===== config.mk =====
export PLATFORM = sky130hd
export DESIGN_NAME = dec_countdown_ctrl
export DESIGN_NICKNAME = d
export VERILOG_FILES = /design/src/rtl/dec_countdown_ctrl_pkg.sv /design/src/rtl/dec_countdown_ctrl_decn.sv /design/src/rtl/dec_countdown_ctrl.sv
export SDC_FILE = /design/constraint.sdc
export NUM_CORES = 1
export LEC_CHECK = 0
export BUFFER_PORTS_ARGS = -buffer_cell sky130_fd_sc_hd__buf_2
export CAP_MARGIN = 20
export CORE_MARGIN = 2
export CORE_UTILIZATION = 54
export CTS_BUF_LIST = sky130_fd_sc_hd__clkbuf_4 sky130_fd_sc_hd__clkbuf_8 sky130_fd_sc_hd__clkbuf_16
export CTS_CLUSTER_DIAMETER = 50
export DETAILED_ROUTE_END_ITERATION = 16
export PLACE_DENSITY = 0.91
export SLEW_MARGIN = 20
export SYNTH_ARGS = -nofsm -noshare
export SYNTH_HDL_FRONTEND = slang
export SYNTH_SLANG_ARGS = --single-unit

===== constraint.sdc =====
create_clock -name clk -period 4 [get_ports clk]
set_input_delay 0.2 -clock clk [delete_from_list [all_inputs] [get_ports clk]]
set_output_delay 0.2 -clock clk [all_outputs]
set_load 0.1 [all_outputs]

===== src/rtl/dec_countdown_ctrl_pkg.sv =====
// Shared constants for the countdown controller family.
// State encodings are reused by sibling controllers.
package dec_countdown_ctrl_pkg;

    typedef enum logic [1:0] {
        ST_IDLE   = 2'd0,
        ST_RUN    = 2'd1,
        ST_PAUSED = 2'd2,
        ST_DONE   = 2'd3
    } state_e;

endpackage


===== src/rtl/dec_countdown_ctrl_decn.sv =====
// N-bit decrementer shared across the codebase.
// Pure combinational: y = a - 1 (wraps at zero).
module decN #(
    parameter int N = 8
) (
    input  logic [N-1:0] a,
    output logic [N-1:0] y
);

    localparam logic [N-1:0] ONE = {{(N-1){1'b0}}, 1'b1};

    assign y = a - ONE;

endmodule


===== src/rtl/dec_countdown_ctrl.sv =====
// Loadable down-counter with pause/abort control.
// Registered count, busy, tick and done outputs.
module dec_countdown_ctrl
    import dec_countdown_ctrl_pkg::*;
#(
    parameter int N = 8
) (
    input  logic         clk,
    input  logic         rst,
    input  logic         start,
    input  logic [N-1:0] load_val,
    input  logic         pause,
    input  logic         abort,
    output logic [N-1:0] count,
    output logic         busy,
    output logic         tick,
    output logic         done
);

    localparam logic [N-1:0] ONE = {{(N-1){1'b0}}, 1'b1};

    state_e       state_q, state_d;
    logic [N-1:0] count_q, count_d;
    logic         busy_q, busy_d;
    logic         tick_q, tick_d;
    logic         done_q, done_d;
    logic [N-1:0] count_dec;

    decN #(.N(N)) u_dec (
        .a (count_q),
        .y (count_dec)
    );

    // Next-state and next-output logic
    always_comb begin
        state_d = state_q;
        count_d = count_q;
        tick_d  = 1'b0;
        done_d  = 1'b0;
        unique case (state_q)
            ST_IDLE: begin
                count_d = '0;
                if (start) begin
                    if (load_val != '0) begin
                        count_d = load_val;
                        state_d = ST_RUN;
                    end else begin
                        state_d = ST_DONE;
                        done_d  = 1'b1;
                    end
                end
            end
            ST_RUN: begin
                if (abort) begin
                    state_d = ST_IDLE;
                    count_d = '0;
                end else if (pause) begin
                    state_d = ST_PAUSED;
                end else if (count_q == '0) begin
                    // never decrement from zero
                    state_d = ST_IDLE;
                end else begin
                    count_d = count_dec;
                    tick_d  = 1'b1;
                    if (count_q == ONE) begin
                        state_d = ST_DONE;
                        done_d  = 1'b1;
                    end
                end
            end
            ST_PAUSED: begin
                if (abort) begin
                    state_d = ST_IDLE;
                    count_d = '0;
                end else if (!pause) begin
                    state_d = ST_RUN;
                end
            end
            ST_DONE: begin
                state_d = ST_IDLE;
                count_d = '0;
            end
        endcase
        busy_d = (state_d == ST_RUN) || (state_d == ST_PAUSED);
    end

    // State and output registers with synchronous reset
    always_ff @(posedge clk) begin
        if (rst) begin
            state_q <= ST_IDLE;
            count_q <= '0;
            busy_q  <= 1'b0;
            tick_q  <= 1'b0;
            done_q  <= 1'b0;
        end else begin
            state_q <= state_d;
            count_q <= count_d;
            busy_q  <= busy_d;
            tick_q  <= tick_d;
            done_q  <= done_d;
        end
    end

    assign count = count_q;
    assign busy  = busy_q;
    assign tick  = tick_q;
    assign done  = done_q;

endmodule


==> impl_metrics.yaml <==
critical_path:
  path_delay_family: "compound AO/OA/AOI/OAI gates"
  crit_type: "register to register"
  cpMaxStageDelayCell: "dfxtp_1"
  crit_buf_inv: 1
  required_ns: 4.19
  cp-end-kind: "register"
  reg2reg_depth: 5
  r2r_end: "count[4]"
  r2r_slack_ns: 2.20
  cpPeakStageDelay_ns: 0.45
  cp.arrival_ns: 1.99
  crit_path_start_kind: "register"
  crit-reg2reg-launch: "count[0]"
  crit_path_cell_trace: "inv_1 -> ha_1 -> a311oi_4 -> nand3_1 -> a32o_1"
  crit_fanout: 9
detailed_routing:
  viasPerCell: 6.41
  drt-total-wl_mm: 2.28
  drt-initial-drc-count: 30
  postRouteAntennaNets: 0
  wire_per_inst_um: 16.5
  post-route-drc-count: 0
  first_pass_iters: 4
  vias: 884
grt:
  grt.total_usage: 0.263
  grt_overflow: 0
  grt_pass1_vias: 832
  grt_pass1_wl_mm: 3.77
  antenna_found_initial: 0
  grt_start_max_net_pins: 16
hold_path:
  hp-start: "load_val[0]"
  hold_class: "primary input to register"
  whs_path_depth: 3
  holdPathEnd: "count[0]"
power_and_ir_drop:
  internal_power_w: 0.000226
  clkPwrFrac: 0.235
  leakagePower_nw: 0.434
  power.total_w: 0.000398
  swShare: 0.432
  seqPwrFrac: 0.380
  p_switching_w: 0.000172
  powerDensity_nw_per_um2: 398
  p_comb_frac: 0.385
  vdd_ir_drop_max_uv: 209
clocking:
  cts_root_buf: "clkbuf_4"
  postCtsSetupRepairBufs: 0
  cts_sinks: 13
  cts_resized: 0
  postCtsHoldBufs: 0
  cts.path.max_buffers: 2
  cts_tree: "done"
  cts_buffers: 3
  path_clk_slew_ns: 0.09
  htree_levels: 1
  clk_latency_ns: 0.29
placement:
  globalplace.congestion: 0.846
  dp_cells: 134
  placed_area_um2: 971
  place_hpwl_mm: 1.72
  io_buffers: 23
synthesis:
  netlist_instances: 96
  yosys.cell_types.count: 41
  ys_ff_latch: 13
  synth_top_area_frac: 0.308
  syn_nets: 112
  ys_seq_area_frac: 0.308
  synthTopCellsByArea: "dfxtp_1, ha_1, a32o_2"
  synth_area_um2: 845
  synth_warnings: 0
  avgSynthCellArea_um2: 8.80
  yosysTopAreaCell: "dfxtp_1"
floorplanning:
  boundaryPins: 24
  fp-row-count: 14
  die_h_um: 43.5
  start_util: 0.567
  die_x_um: 43.5
  die_area_um2: 1900
  core_region_area_um2: 1490
finish:
  syn2layout_area_growth_pct: 18.5
  antenna_cells: 0
  final_area_um2: 1000
  nNetsFinal: 139
  fillCellCount: 125
  drive_gt1_frac: 0.320
  fin_util: 0.672
  seq_area_um2: 260
  layout.cells.non_filler: 138
  multi_input_area_um2: 553
timing:
  fin_crit_sh: 0.450
  final_hold_viol_count: 0
  tightestPinTransition_ns: 0.618
  final.setup.tns_ns: 0
  slew_viol_final: 0
  rsz0062_at_grt: "false"
  max-slew-margin-rel: 0.586
  finalClockSkew_ns: 0.00412
  clock.fmax_ghz: 0.556
  setup_viol: 0
  fin_crit_ns: 1.80
flow_run:
  max-cap-violations: 0
status:
  status: "completed"
## stage by stage
step / hold WS, ns / worst slack [ns]
after floorplan: 0.357 / 1.67
after global placement: 0.489 / 2.32
after detailed placement: 0.496 / 2.22
after CTS: 0.205 / 2.21
after global routing: 0.218 / 2.08
final: 0.190 / 2.20
## cell usage in the layout, fill, tap and decap left out, types with 2 or more instances in the layout
cell and count:
a21oi_1 4, a311oi_1 3, a32o_2 3, buf_2 23, clkbuf_4 4, dfxtp_1 13
ha_1 3, inv_1 6, nand2_1 8, nand2b_1 2, nand3_1 2, nor2_1 6
nor3_1 5, nor3b_1 2, nor3b_2 2, nor4_1 4, o211ai_1 2, o21ai_0 3
o21ai_1 3, o31a_1 2
## flip-flops by register name, indices dropped and copies added, names as in the netlist
register	count
count	8
state_q	2
busy	1
done	1
tick	1
## per-layer routing
layer,routed length [µm],share of wire,track usage
met4,38,0.017,0.115
met1,971,0.43,0.356
met2,1130,0.49,0.421
met5,0,0,0
met3,140,0.062,0.0292
## synthesized netlist by cell type
cell           number
a211o_1             1
a21boi_0            1
a21o_1              1
a21oi_1             4
a311oi_1            3
a311oi_4            1
a31o_2              1
a31oi_1             1
a32o_1              1
a32o_2              3
a32oi_1             1
and2b_2             1
dfxtp_1            13
dlygate4sd1_1       1
ha_1                3
inv_1               6
nand2_1             8
nand2b_1            2
nand3_1             2
nand4_1             1
nor2_1              6
nor2b_1             1
nor2b_4             1
nor3_1              5
nor3_2              1
nor3_4              1
nor3b_1             2
nor3b_2             2
nor4_1              4
o211a_1             1
o211ai_1            2
o21a_1              1
o21ai_0             3
o21ai_1             3
o21ai_2             1
o221ai_1            1
o22ai_1             1
o311ai_1            1
o31a_1              2
or2_1               1
or3_1               1
## power groups by stage
stage / clock [W] / combinational [W] / sequential (W)
after detailed placement: 0 / 0.000152 / 0.000154
final: 0.0000935 / 0.000153 / 0.000152
after global placement: 0 / 0.000149 / 0.000153
after CTS: 0.0000894 / 0.000152 / 0.000151
after global routing: 0.0000930 / 0.000163 / 0.000153
after floorplan: 0 / 0.0000650 / 0.000207
## cell type report
cell class / instances / area share
inverter: 6 / 0.0225
sequential: 13 / 0.260
timing repair buffer: 23 / 0.115
tap: 16 / 0.0200
clock buffer: 4 / 0.0300
multi-input combinational: 76 / 0.552
## worst reg2reg max path: stages (launching register included)
cell and delay, ns:
dfxtp_1 0.45, inv_1 0.12, ha_1 0.28, a311oi_4 0.44, nand3_1 0.15, a32o_1 0.27
## kinds of logic (layout without fill, tap and decap cells)
family / Yosys count / after routing / share of synthesized area
AND/OR/NAND/NOR: 39 / 39 / 0.283
AO/OA/AOI/OAI: 34 / 34 / 0.327
flip-flops: 13 / 13 / 0.308
buffers and inverters: 7 / 33 / 0.0370
adder cells (fa/ha/maj): 3 / 3 / 0.0444
## how the worst max path moves through the flow
stage,start,to,slack [ns],cells past startpoint
after floorplan,count[0],count[4],1.67,5
after global placement,count[0],count[4],2.32,5
after detailed placement,count[0],count[4],2.22,5
after CTS,count[0],count[4],2.21,5
after global routing,count[0],count[4],2.08,5
final,count[0],count[4],2.20,5
Power figures use the tool's default switching activity.
